`config.mk`:
```
export PLATFORM = sky130hd
export DESIGN_NAME = seg_hazard_scoreboard
export DESIGN_NICKNAME = d
export VERILOG_FILES = /design/src/rtl/seg_hazard_scoreboard.sv
export SDC_FILE = /design/constraint.sdc
export NUM_CORES = 1
export LEC_CHECK = 0
export ABC_AREA = 1
export CORE_MARGIN = 1
export CORE_UTILIZATION = 52
export CTS_CLUSTER_SIZE = 25
export DETAILED_ROUTE_END_ITERATION = 8
export DONT_BUFFER_PORTS = 1
export PLACE_DENSITY = 0.74
export SYNTH_ARGS = -nofsm -noshare
export SYNTH_HDL_FRONTEND = slang
export SYNTH_SLANG_ARGS = --single-unit
```
`constraint.sdc`:
```
create_clock -name clk -period 2.94 [get_ports clk]
set_clock_uncertainty 0.1 [all_clocks]
set_input_delay 0.588 -clock clk [delete_from_list [all_inputs] [get_ports clk]]
set_output_delay 0.588 -clock clk [all_outputs]
set_load 0.01 [all_outputs]
```
`src/rtl/seg_hazard_scoreboard.sv`:
```
// Segment-register hazard scoreboard: stalls decode on pending segment writes and
// hands accepted instructions to register read through a one-entry output slot.
module seg_hazard_scoreboard #(
  parameter int CNT_W   = 2,
  parameter int NUM_SEG = 8
) (
  input  logic               clk,
  input  logic               rst,
  input  logic               flush,
  input  logic               in_valid,
  input  logic               seg1_needed,
  input  logic               seg2_needed,
  input  logic               seg3_needed,
  input  logic [2:0]         seg1,
  input  logic [2:0]         seg2,
  input  logic [2:0]         seg3,
  input  logic               ld_seg,
  input  logic [2:0]         dseg,
  output logic               stall,
  output logic               out_valid,
  input  logic               out_ready,
  output logic [2:0]         out_seg1,
  output logic [2:0]         out_seg2,
  output logic [2:0]         out_seg3,
  output logic [2:0]         out_seg_needed,
  output logic [2:0]         out_dseg,
  output logic               out_ld_seg,
  input  logic               wb_seg_valid,
  input  logic [2:0]         wb_seg,
  output logic [NUM_SEG-1:0] pend_mask
);

  logic [CNT_W-1:0]   cnt_q [NUM_SEG];
  logic [CNT_W-1:0]   cnt_d [NUM_SEG];
  logic [NUM_SEG-1:0] pend;
  logic [NUM_SEG-1:0] inc_vec;
  logic [NUM_SEG-1:0] dec_vec;
  logic               hazard;
  logic               sat;
  logic               slot_free;
  logic               accept;

  logic               out_valid_q, out_valid_d;
  logic [2:0]         out_seg1_q, out_seg2_q, out_seg3_q;
  logic [2:0]         out_need_q, out_dseg_q;
  logic               out_ld_q;

  always_comb begin
    for (int i = 0; i < NUM_SEG; i++) begin
      pend[i] = |cnt_q[i];
    end
  end

  // Hazards look only at registered counters; a same-cycle writeback clears next cycle.
  assign hazard    = (seg1_needed & pend[seg1]) | (seg2_needed & pend[seg2]) |
                     (seg3_needed & pend[seg3]);
  assign sat       = ld_seg & (&cnt_q[dseg]);
  assign slot_free = ~out_valid_q | out_ready;
  assign accept    = in_valid & ~hazard & ~sat & slot_free & ~flush;
  assign stall     = in_valid & ~accept;

  always_comb begin
    for (int i = 0; i < NUM_SEG; i++) begin
      inc_vec[i] = accept & ld_seg & (dseg == 3'(i));
      dec_vec[i] = wb_seg_valid & (wb_seg == 3'(i)) & pend[i];
    end
  end

  always_comb begin
    for (int i = 0; i < NUM_SEG; i++) begin
      cnt_d[i] = cnt_q[i];
      if (flush) begin
        cnt_d[i] = '0;
      end else if (inc_vec[i] & ~dec_vec[i]) begin
        cnt_d[i] = cnt_q[i] + CNT_W'(1);
      end else if (dec_vec[i] & ~inc_vec[i]) begin
        cnt_d[i] = cnt_q[i] - CNT_W'(1);
      end
    end
  end

  always_comb begin
    out_valid_d = out_valid_q;
    if (flush) begin
      out_valid_d = 1'b0;
    end else if (accept) begin
      out_valid_d = 1'b1;
    end else if (out_valid_q & out_ready) begin
      out_valid_d = 1'b0;
    end
  end

  always_ff @(posedge clk) begin
    if (rst) begin
      for (int i = 0; i < NUM_SEG; i++) begin
        cnt_q[i] <= '0;
      end
      out_valid_q <= 1'b0;
      out_seg1_q  <= '0;
      out_seg2_q  <= '0;
      out_seg3_q  <= '0;
      out_need_q  <= '0;
      out_dseg_q  <= '0;
      out_ld_q    <= 1'b0;
    end else begin
      for (int i = 0; i < NUM_SEG; i++) begin
        cnt_q[i] <= cnt_d[i];
      end
      out_valid_q <= out_valid_d;
      if (accept) begin
        out_seg1_q <= seg1;
        out_seg2_q <= seg2;
        out_seg3_q <= seg3;
        out_need_q <= {seg3_needed, seg2_needed, seg1_needed};
        out_dseg_q <= dseg;
        out_ld_q   <= ld_seg;
      end
    end
  end

  assign out_valid      = out_valid_q;
  assign out_seg1       = out_seg1_q;
  assign out_seg2       = out_seg2_q;
  assign out_seg3       = out_seg3_q;
  assign out_seg_needed = out_need_q;
  assign out_dseg       = out_dseg_q;
  assign out_ld_seg     = out_ld_q;
  assign pend_mask      = pend;

endmodule

```
==> reports/summary.json, run 1 <==
{
  "placement_rows": 22,
  "synth_commonest_cells": "sky130_fd_sc_hd__nand2_1, sky130_fd_sc_hd__inv_1, sky130_fd_sc_hd__nor2_1",
  "ctsLongestPathBuffers": 2,
  "floorplan.die.width_um": 66.26,
  "ys_seq_elements": 33,
  "hold_fails_final_rpt": 0,
  "timing.final.max_slew_violations": 0,
  "syn-num-nets": 371,
  "number_of_maximum_capacitance_constraint_violations": 0,
  "syn-cell-area_sq_um": 2147,
  "synthFlopType": "sky130_fd_sc_hd__dfxtp_1",
  "critPathCaptureType": "primary output",
  "max_freq_mhz": 368.4,
  "clock_tree.root_cell": "sky130_fd_sc_hd__clkbuf_8",
  "run_status": "complete, no violations",
  "timing.max_slew.rel_slack": 0.7039,
  "synth.area.top_cells": "sky130_fd_sc_hd__dfxtp_1, sky130_fd_sc_hd__nand2_1, sky130_fd_sc_hd__inv_1, sky130_fd_sc_hd__nand3_1, sky130_fd_sc_hd__nor2_1",
  "min-delay-path-class": "in -> reg",
  "setup_viol": 0,
  "netlist.area_leader.share": 0.3077,
  "wire_length_of_the_first_global_routing_pass_um": 8066,
  "clkSlewWorstSetupHoldPaths_ns": 0.07,
  "yosysMostFrequentCell": "sky130_fd_sc_hd__nand2_1",
  "critical_path_fanouts_max": 31,
  "cts_tree": "built",
  "clock_insertion_delay_at_the_later_pin_of_the_skew_report_ns": 0.29,
  "crit_slowest_cell": "sky130_fd_sc_hd__dfxtp_1",
  "routedWlPerCell_um": 12.30,
  "grt_remaining_overflow": 0,
  "ys.warnings.count": 0,
  "cpPeakStageDelay_ns": 0.33,
  "wl_um": 4784,
  "cts_buffers": 5,
  "fin_hold_ws_ns": 0.2636,
  "crit_required_ns": 2.25,
  "post_cts.repair.setup_buffers": 0,
  "fin_setup_tns_ns": 0,
  "timing_worst_slew_pin_value_ns": 0.4436,
  "detailedPlacementHpwl_um": 3668,
  "clock_tree.htree_level_count": 2,
  "first_pass_iteration_count_of_the_detailed_router": 4,
  "fin_nets": 373,
  "post_synth_inst_count": 338,
  "crit_top_cell": "sky130_fd_sc_hd__nand3_1",
  "synth_top_cell_by_area": "sky130_fd_sc_hd__dfxtp_1",
  "min_period_ns": 2.714,
  "post_drt_via_cell_ratio": 5.152,
  "ant_nets": 0,
  "crit_arrival_ns": 2.03,
  "boundaryPins": 51,
  "post_route_cells_drive_above_1_share": 0.09677,
  "post_synth.cell_area_avg_sq_um": 6.352,
  "p_r_area_growth_vs_syn_pct": 4.545,
  "worstPathCellList": "nor2_1 -> nand2_1 -> nand3_1 -> nand3_1 -> nand3_1 -> nand3_4 -> nor2_8 -> buf_4 -> nor2_1",
  "critPathLaunchType": "register",
  "grt_usage": 0.2422,
  "pre_cts_ws_ns": 0.3360,
  "post_synth_num_cell_types": 24,
  "yosysSeqAreaShare": 0.3077,
  "rsz0062_at_grt": "no",
  "critical_path_class": "reg -> out",
  "initial_cell_density_of_the_core": 0.5652,
  "first_iter_violations": 92,
  "route.detailed.drc": 0,
  "dieHeight_um": 66.26,
  "first_global_vias": 1889,
  "post_synth_edffs": 0,
  "fin_crit_sh": 0.9232,
  "vias": 2004,
  "postSynth.asyncResetShare": 0,
  "floorplan.die_area_sq_um": 4390,
  "final_design_area_no_fill_sq_um": 2245,
  "powerDensity_nw_per_um2": 413.2,
  "tritoncts_num_sinks": 33,
  "cp_delay_by_family_top": "simple AND/OR/NAND/NOR gates",
  "postLayoutSetupSlackWorst_ns": 0.2257,
  "cts_resized": 0,
  "critical_path_buf_inv_count": 1,
  "gp_congestion": 0.8825,
  "floorplan.core_area_sq_um": 3799,
  "postCtsHoldBufs": 0,
  "layout.filler_cells": 381,
  "pin_count_of_the_biggest_net_entering_global_routing": 32,
  "power.leakage_nw": 1.086,
  "io_buffer_count": 0,
  "detailed_place.area_sq_um": 2162,
  "ir_worst_vdd_mv": 0.2677,
  "diodes": 0,
  "grt_antenna_before_repair": 0
}
-- state kept, by name (all words and copies together), names as in the netlist --
name            cells
out_seg_needed      3
out_dseg            3
out_seg2            3
out_seg1            3
cnt_q              16
out_ld_seg          1
out_valid           1
out_seg3            3
-- cell type report --
class                           instances  area (sq um)  share of cell area
Inverter                               49         183.9             0.08194
Tap cell                               48         60.06             0.02676
Timing Repair Buffer                    2         15.01            0.006689
Sequential cell                        33         660.6              0.2943
Multi-Input combinational cell        249          1242              0.5535
Clock inverter                          2         10.01            0.004459
Clock buffer                            6         72.57             0.03233
-- routing by layer --
layer / GRT usage / part of all wire / vias up / wire length (um)
met5: 0 / 0 / - / 0
met4: 0.08777 / 0.0075 / 0 / 36
met3: 0.06724 / 0.055 / 6 / 262
met2: 0.4158 / 0.47 / 57 / 2245
met1: 0.2851 / 0.47 / 875 / 2240
li1: - / - / 1066 / -
-- cells in the final DEF, fill, tap and decap left out, types with 2 or more instances in the layout --
cell type	count
sky130_fd_sc_hd__nand3_2	2
sky130_fd_sc_hd__o21ai_0	9
sky130_fd_sc_hd__inv_2	5
sky130_fd_sc_hd__ha_1	8
sky130_fd_sc_hd__o21a_1	8
sky130_fd_sc_hd__xor2_1	5
sky130_fd_sc_hd__nor2_1	40
sky130_fd_sc_hd__nor2_2	13
sky130_fd_sc_hd__buf_4	2
sky130_fd_sc_hd__dfxtp_1	33
sky130_fd_sc_hd__o21bai_1	3
sky130_fd_sc_hd__clkbuf_8	5
sky130_fd_sc_hd__nand3_1	30
sky130_fd_sc_hd__nand2_1	98
sky130_fd_sc_hd__inv_1	44
sky130_fd_sc_hd__a21oi_1	20
sky130_fd_sc_hd__clkinv_2	2
sky130_fd_sc_hd__nor3_1	7
-- power breakdown --
part           switching, W  leakage, nW  internal, W
logic             0.0000720        0.773    0.0000393
registers         0.0000163        0.268     0.000463
clock network      0.000173       0.0450     0.000164
-- final timing paths --
kind	start	to	slack, ns	cells after the start
setup / recovery	cnt_q[3][1]$_SDFFE_PP0P_	stall	0.23	9
hold / removal	rst	out_ld_seg$_SDFFE_PP0P_	0.26	1
setup reg to reg	cnt_q[3][1]$_SDFFE_PP0P_	cnt_q[2][1]$_SDFFE_PP0P_	0.27	14
hold reg to reg	out_seg1[0]$_SDFFE_PP0P_	out_seg1[0]$_SDFFE_PP0P_	0.43	2
-- cell families after synthesis --
group	count (synthesis)	synth area share
adder cells (fa/ha/maj)	8	0.04662
buffers and inverters	56	0.1136
AND/OR/NAND/NOR	195	0.4033
XOR/XNOR	5	0.02040
AO/OA/AOI/OAI	41	0.1084
flip-flops	33	0.3077
-- worst register-to-register path, cell delays in order (launching register included) --
cell                      delay (ns)
sky130_fd_sc_hd__dfxtp_1        0.33
sky130_fd_sc_hd__nor2_1         0.32
sky130_fd_sc_hd__nand2_1        0.09
sky130_fd_sc_hd__nand3_1        0.08
sky130_fd_sc_hd__nand3_1        0.08
sky130_fd_sc_hd__nand3_1        0.18
sky130_fd_sc_hd__nand2_1        0.08
sky130_fd_sc_hd__nor2_1         0.13
sky130_fd_sc_hd__nand3_2        0.15
sky130_fd_sc_hd__nor3_1         0.28
sky130_fd_sc_hd__ha_1           0.31
sky130_fd_sc_hd__a21oi_1        0.11
sky130_fd_sc_hd__o21ai_0        0.11
sky130_fd_sc_hd__a21oi_1        0.14
sky130_fd_sc_hd__o21a_1         0.13
-- through the flow --
step                utilization  std cells  power [W]
detailed placement       0.5692        381  0.0006002
CTS                      0.5909        389  0.0009357
global route             0.5909        389  0.0009660
finish                   0.5909        389  0.0009275
floorplan                     -        338  0.0005889
global placement         0.5692        381  0.0005982
(Power assumes the default switching activity.)
==> run 2, diff against run 1 <==
--- a/config.mk
+++ b/config.mk
@@ -15,3 +15,4 @@
 export SYNTH_ARGS = -nofsm -noshare
 export SYNTH_HDL_FRONTEND = slang
 export SYNTH_SLANG_ARGS = --single-unit
+export TNS_END_PERCENT = 20
==> results of run 2 <==
The final DEF is identical to that of run 1; final timing and power are the same.
